$ cat src/rtl/muldiv_seq_if.sv
// Handshake and register-access bundle between the
// execute stage and the multiply/divide sequencer.
interface muldiv_seq_if #(
   parameter int WIDTH = 32
);
   logic             start;
   logic [1:0]       op;
   logic [WIDTH-1:0] op1;
   logic [WIDTH-1:0] op2;
   logic             mthi;
   logic             mtlo;
   logic [WIDTH-1:0] wdata;
   logic             rd_req;
   logic             busy;
   logic             done;
   logic             stall;
   logic [WIDTH-1:0] hi;
   logic [WIDTH-1:0] lo;

   modport master (
      output start, op, op1, op2, mthi, mtlo, wdata, rd_req,
      input  busy, done, stall, hi, lo
   );

   modport slave (
      input  start, op, op1, op2, mthi, mtlo, wdata, rd_req,
      output busy, done, stall, hi, lo
   );
endinterface

$ cat src/rtl/muldiv_seq.sv
// Iterative MULT/MULTU/DIV/DIVU unit owning HI/LO.
// 32 shift-add / restoring-divide steps, then sign fix.
module muldiv_seq (
   input  logic        clk,
   input  logic        rst_n,
   muldiv_seq_if.slave bus
);
   typedef enum logic [1:0] {IDLE, RUN, FIX} state_t;

   state_t      state_q;
   state_t      state_d;
   logic [5:0]  cnt_q;
   logic [63:0] acc_q;
   logic [31:0] rem_q;
   logic [31:0] div_q;
   logic        is_div_q;
   logic        neg_q_q;
   logic        neg_r_q;
   logic        dz_q;
   logic [31:0] hi_q;
   logic [31:0] lo_q;
   logic        done_q;

   logic        mtx;
   logic        busy;
   logic        accept;
   logic        sgn;
   logic        a_neg;
   logic        b_neg;
   logic [31:0] a_mag;
   logic [31:0] b_mag;
   logic [32:0] sum;
   logic [32:0] sh;
   logic [32:0] diff;
   logic [63:0] prod;
   logic [31:0] quo;
   logic [31:0] rmd;

   assign mtx    = bus.mthi | bus.mtlo;
   assign busy   = (state_q != IDLE);
   assign accept = (state_q == IDLE) & bus.start;

   assign bus.busy  = busy;
   assign bus.done  = done_q;
   assign bus.stall = bus.rd_req & busy;
   assign bus.hi    = hi_q;
   assign bus.lo    = lo_q;

   // operand magnitudes and per-step arithmetic
   always_comb begin
      sgn   = ~bus.op[0];
      a_neg = sgn & bus.op1[31];
      b_neg = sgn & bus.op2[31];
      a_mag = a_neg ? -bus.op1 : bus.op1;
      b_mag = b_neg ? -bus.op2 : bus.op2;
      sum   = {1'b0, acc_q[63:32]}
            + (acc_q[0] ? {1'b0, div_q} : 33'd0);
      sh    = {rem_q, acc_q[31]};
      diff  = sh - {1'b0, div_q};
      prod  = neg_q_q ? -acc_q : acc_q;
      quo   = neg_q_q ? -acc_q[31:0] : acc_q[31:0];
      rmd   = neg_r_q ? -rem_q : rem_q;
   end

   // next state; an MTHI/MTLO while busy aborts to IDLE
   always_comb begin
      state_d = state_q;
      unique case (state_q)
         IDLE: if (bus.start) state_d = RUN;
         RUN: begin
            if (mtx)
               state_d = IDLE;
            else if (cnt_q == 6'd1)
               state_d = FIX;
         end
         FIX:     state_d = IDLE;
         default: state_d = IDLE;
      endcase
   end

   // state register
   always_ff @(posedge clk) begin
      if (!rst_n) state_q <= IDLE;
      else        state_q <= state_d;
   end

   // datapath, iteration and HI/LO commit
   always_ff @(posedge clk) begin
      if (!rst_n) begin
         cnt_q    <= 6'd0;
         acc_q    <= 64'd0;
         rem_q    <= 32'd0;
         div_q    <= 32'd0;
         is_div_q <= 1'b0;
         neg_q_q  <= 1'b0;
         neg_r_q  <= 1'b0;
         dz_q     <= 1'b0;
         hi_q     <= 32'd0;
         lo_q     <= 32'd0;
         done_q   <= 1'b0;
      end else begin
         done_q <= (state_q == FIX) & ~mtx;
         if (accept) begin
            cnt_q    <= 6'd32;
            acc_q    <= {32'd0, a_mag};
            rem_q    <= 32'd0;
            div_q    <= b_mag;
            is_div_q <= bus.op[1];
            neg_q_q  <= a_neg ^ b_neg;
            neg_r_q  <= a_neg;
            dz_q     <= (bus.op2 == 32'd0);
         end else if (state_q == RUN) begin
            cnt_q <= cnt_q - 6'd1;
            if (!is_div_q) begin
               acc_q <= {sum, acc_q[31:1]};
            end else if (!diff[32]) begin
               rem_q        <= diff[31:0];
               acc_q[31:0]  <= {acc_q[30:0], 1'b1};
            end else begin
               rem_q        <= sh[31:0];
               acc_q[31:0]  <= {acc_q[30:0], 1'b0};
            end
         end
         if (state_q == FIX && !mtx) begin
            if (!is_div_q) begin
               hi_q <= prod[63:32];
               lo_q <= prod[31:0];
            end else begin
               hi_q <= rmd;
               lo_q <= dz_q ? 32'hFFFF_FFFF : quo;
            end
         end
         if (bus.mthi) hi_q <= bus.wdata;
         if (bus.mtlo) lo_q <= bus.wdata;
      end
   end
endmodule

$ cat src/flat_wrapper.sv
// flat-port wrapper written by rule: the top's interface ports become plain ports
module muldiv_seq_flat 
  (clk, rst_n, bus_start, bus_op, bus_op1, bus_op2, bus_mthi, bus_mtlo, bus_wdata, bus_rd_req, bus_busy, bus_done, bus_stall, bus_hi, bus_lo);
  muldiv_seq_if bus_i ();
  input  logic clk;
  input  logic rst_n;
  input wire logic [$bits(bus_i.start)-1:0] bus_start;
  input wire logic [$bits(bus_i.op)-1:0] bus_op;
  input wire logic [$bits(bus_i.op1)-1:0] bus_op1;
  input wire logic [$bits(bus_i.op2)-1:0] bus_op2;
  input wire logic [$bits(bus_i.mthi)-1:0] bus_mthi;
  input wire logic [$bits(bus_i.mtlo)-1:0] bus_mtlo;
  input wire logic [$bits(bus_i.wdata)-1:0] bus_wdata;
  input wire logic [$bits(bus_i.rd_req)-1:0] bus_rd_req;
  output wire logic [$bits(bus_i.busy)-1:0] bus_busy;
  output wire logic [$bits(bus_i.done)-1:0] bus_done;
  output wire logic [$bits(bus_i.stall)-1:0] bus_stall;
  output wire logic [$bits(bus_i.hi)-1:0] bus_hi;
  output wire logic [$bits(bus_i.lo)-1:0] bus_lo;
  assign bus_i.start = bus_start;
  assign bus_i.op = bus_op;
  assign bus_i.op1 = bus_op1;
  assign bus_i.op2 = bus_op2;
  assign bus_i.mthi = bus_mthi;
  assign bus_i.mtlo = bus_mtlo;
  assign bus_i.wdata = bus_wdata;
  assign bus_i.rd_req = bus_rd_req;
  assign bus_busy = bus_i.busy;
  assign bus_done = bus_i.done;
  assign bus_stall = bus_i.stall;
  assign bus_hi = bus_i.hi;
  assign bus_lo = bus_i.lo;
  muldiv_seq u_core (.clk(clk), .rst_n(rst_n), .bus(bus_i));
endmodule
$ cat config.mk
export PLATFORM = sky130hd
export DESIGN_NAME = muldiv_seq_flat
export DESIGN_NICKNAME = d
export VERILOG_FILES = /design/src/rtl/muldiv_seq_if.sv /design/src/rtl/muldiv_seq.sv /design/src/flat_wrapper.sv
export SDC_FILE = /design/constraint.sdc
export NUM_CORES = 1
export LEC_CHECK = 0
export ABC_AREA = 0
export CAP_MARGIN = 20
export CORE_ASPECT_RATIO = 0.5
export CORE_MARGIN = 2
export CORE_UTILIZATION = 40
export CTS_BUF_LIST = sky130_fd_sc_hd__clkbuf_4 sky130_fd_sc_hd__clkbuf_8 sky130_fd_sc_hd__clkbuf_16
export DETAILED_ROUTE_END_ITERATION = 16
export PLACE_DENSITY = 0.58
export SETUP_SLACK_MARGIN = 0.05
export SKIP_CTS_REPAIR_TIMING = 1
export SLEW_MARGIN = 20
export SYNTH_ARGS = -nofsm -noshare
export SYNTH_HDL_FRONTEND = slang
export SYNTH_SLANG_ARGS = --single-unit
$ cat constraint.sdc
create_clock -name clk -period 4.75 [get_ports clk]
set_clock_uncertainty 0.2 [all_clocks]
set_input_delay 0.95 -clock clk [delete_from_list [all_inputs] [get_ports clk]]
set_output_delay 0.95 -clock clk [all_outputs]
set_load 0.02 [all_outputs]
==> key figures <==
Outcome
  – Outcome: completed

Timing
  – Total Neg Setup Slack: 0 ps
  – Final-report setup violation count: 0
  – Fin crit share: 84.37%
  – Worst relative slew slack: 32.21%
  – Minimum clock period after layout: ~4000 ps
  – Slew of the pin with the lowest slew margin: 1013 ps
  – Setup repair after global routing missed its margin: false
  – Final Hold Violating Endpoints: 0
  – Final Max Tran Viols: 0
  – Maximum clock frequency: 249.5 MHz

Global routing
  – Vias in the first global route: 14660
  – Pin count of the biggest net entering global routing: 89
  – Combined global-route utilization of all metal layers: 27.55%
  – Initial antenna violation count: 0
  – First-pass GRT wire length: 88870 um
  – Global-route congestion overflow total: 0

Placed design
  – Final GP Congestion: 0.9525
  – PortBufs: 170
  – Total placed cells including tap cells: between 2000 and 3000
  – Detailed placer's ending HPWL: 44270 um

Synth
  – Most frequently used flop master after synthesis: dfxtp_1
  – Post-synth EDFFs: 0
  – Count of distinct cell types in the synthesized netlist: between 70 and 80
  – Netlist area before placement: ~16000 um^2
  – Syn Area/Cell: 7.741 um^2
  – Ys Warns: 0
  – Synth top area share: 26.03%
  – Synthesized netlist net count: approximately 2200
  – Portion of the post-synthesis area used by sequential elements: between 20% and 30%
  – Flops & latches, synth: 205
  – Ranking of synthesized cells by area: dfxtp_1, xor2_1, a21oi_1
  – Gate count after technology mapping: 2037
  – Proportion of register bits with asynchronous set or reset after synthesis: 0%
  – Library cell with the largest summed area after synthesis: dfxtp_1

Run
  – Number of maximum-capacitance constraint violations: 0

Detailed routing
  – First drt pass iteration count: 6
  – Starting DRT DRC Count: ~1500
  – Number of remaining DRC errors: 0
  – Overall via count from detail_route: 16130
  – Wirelength, routed: about 60000 um
  – Final ANT Viol Nets: 0
  – Via-per-instance ratio: 6.012
  – Drt wl/cell: ~22 um

Power and ir drop
  – P per Cell Area: 267.3 nW/um^2
  – Tot Pwr: 0.005006 W
  – Worst-case vdd ir drop: roughly 0.00020 V
  – Cell leakage power: 7.467 nW

Floorplanning
  – Initial standard-cell utilization of the core: 40.58%
  – Die Wd: about 280 um
  – Core outline area: 38860 um^2
  – FP Rows: 51
  – Number of primary I/O pins: 171
  – Height of the die: about 140 um
  – Total die area: approximately 41000 um^2

Final layout
  – Net count, final: roughly 2300
  – Layout cells sized above 1: around 5.7%
  – Number of antenna diodes: 0
  – Area Growth Syn to Fin: 18.76%
  – Final Instance Count excl. Fillers: approximately 2700
  – Utilization after layout: 48.19%

Clock network
  – Clock tree sinks: 205
  – TritonCTS clock tree: done
  – Number of H-tree levels: 1
  – CTS max path bufs: 3
  – Clock tree root driver cell: clkbuf_16
  – Clock slew seen by the registers of the worst setup and hold paths: 60 ps
  – Total clock buffers created by CTS: 24
  – Clk Latency, worst-skew pair: 540 ps

Worst setup path
  – Setup Crit Path Kind: reg2reg
  – Worst Path Max Fanout: 10
  – Critical Path AT: 4290 ps
  – Data required time at the worst endpoint: 5030 ps
  – Worst-case register-to-register setup slack: 740 ps
  – Sort of element at the start of the critical path: flop
  – Setup crit end kind: flop

Hold path
  – Min-Delay Path Class: reg2reg
==> metrics by stage <==
stage | instance area [um^2] | worst slack [ps] | hold WS (ps)
after global routing | 18730 | 383.3 | 307.8
after CTS | 18720 | 721.0 | 301.7
after detailed placement | 17940 | 756.3 | 287.0
after floorplan | 15770 | 1174 | 256.4
final | 18730 | 742.3 | 296.4
after global placement | 17940 | 871.2 | 281.1
==> state kept, by name, summed over array words and instances (netlist names) <==
register and flops:
u_core.acc_q 64, u_core.bus.hi 32, u_core.bus.lo 32, u_core.div_q 32
u_core.rem_q 32, u_core.cnt_q 6, u_core.state_q 2, u_core.bus.done 1
u_core.dz_q 1, u_core.is_div_q 1, u_core.neg_q_q 1, u_core.neg_r_q 1
==> power breakdown <==
group / total [W] / switching (W) / internal (W)
clock: 0.00187 / 0.000792 / 0.00108
combinational: 0.00121 / 0.000705 / 0.000500
sequential: 0.00193 / 0.000113 / 0.00182
total: 0.00501 / 0.00161 / 0.00340
==> critical path: stages, from the launching register on <==
cell and delay (ps):
dfxtp_1 400, clkinv_1 350, nor2_1 290, ha_1 290, a211oi_1 260, nor2_1 130
o41ai_1 470, o21ai_0 190, buf_4 190, a211oi_1 490, o21ai_0 290, a211o_1 340
nand3_1 70
==> cell families (layout without fill, tap and decap cells) <==
logic type	Yosys count	count (layout)	share of synthesized area (%)
adder cells (fa/ha/maj)	72	72	5.808
AND/OR/NAND/NOR	637	637	20.03
buffers and inverters	200	316	4.824
flip-flops	205	205	26.03
XOR/XNOR	193	193	10.72
multiplexers	62	62	4.007
AO/OA/AOI/OAI	668	668	28.58
==> layer usage <==
| layer | track usage [%] | share of wire, % |
|---|---|---|
| met3 | 4.227 | 7.6 |
| met5 | 0 | 0 |
| met2 | 42.40 | 43 |
| met1 | 39.93 | 47 |
| met4 | 7.147 | 2.5 |
==> layout make-up <==
cell class                 count  area (um^2)
clock buffer                  38        748.2
sequential                   205         4109
timing repair buffer         209         1999
tap                          530        663.1
fill                        3859        20130
inverter                      64        240.2
clock inverter                 5        30.03
multi-input combinational   1632        10940
==> worst paths after layout <==
path	startpoint	endpoint	cells after the start
worst min register to register	u_core.div_q[11]	u_core.div_q[11]	1
worst max register to register	u_core.acc_q[0]	u_core.acc_q[62]	12
worst max-delay path	u_core.acc_q[0]	u_core.acc_q[62]	12
worst min-delay path	u_core.div_q[11]	u_core.div_q[11]	1
==> cells in the mapped netlist, types with 43 or more instances <==
| master | number |
|---|---|
| o211ai_1 | 43 |
| xor2_1 | 108 |
| ha_1 | 70 |
| a21oi_1 | 176 |
| clkbuf_1 | 122 |
| nor3_1 | 54 |
| nand2_1 | 186 |
| nand3_1 | 59 |
| nor2_1 | 119 |
| inv_1 | 63 |
| mux2i_1 | 53 |
| xnor2_1 | 85 |
| nand2b_1 | 44 |
| o21ai_0 | 141 |
| dfxtp_1 | 205 |
==> cell usage in the layout, fill, tap and decap left out, drive strengths merged, types with 40 or more instances in the layout <==
| cell | Yosys | layout |
|---|---|---|
| a21oi | 176 | 176 |
| mux2i | 53 | 53 |
| nand3 | 59 | 59 |
| o211a | 41 | 41 |
| nor2 | 119 | 119 |
| o31ai | 40 | 40 |
| o211ai | 43 | 43 |
| inv | 63 | 63 |
| nand2 | 186 | 186 |
| nand2b | 44 | 44 |
| clkdlybuf4s50 | 0 | 168 |
| buf | 14 | 41 |
| xnor2 | 85 | 85 |
| xor2 | 108 | 108 |
| nor3 | 54 | 54 |
| o21ai | 143 | 143 |
| dfxtp | 205 | 205 |
| ha | 70 | 70 |
Power figures use the tool's default switching activity.
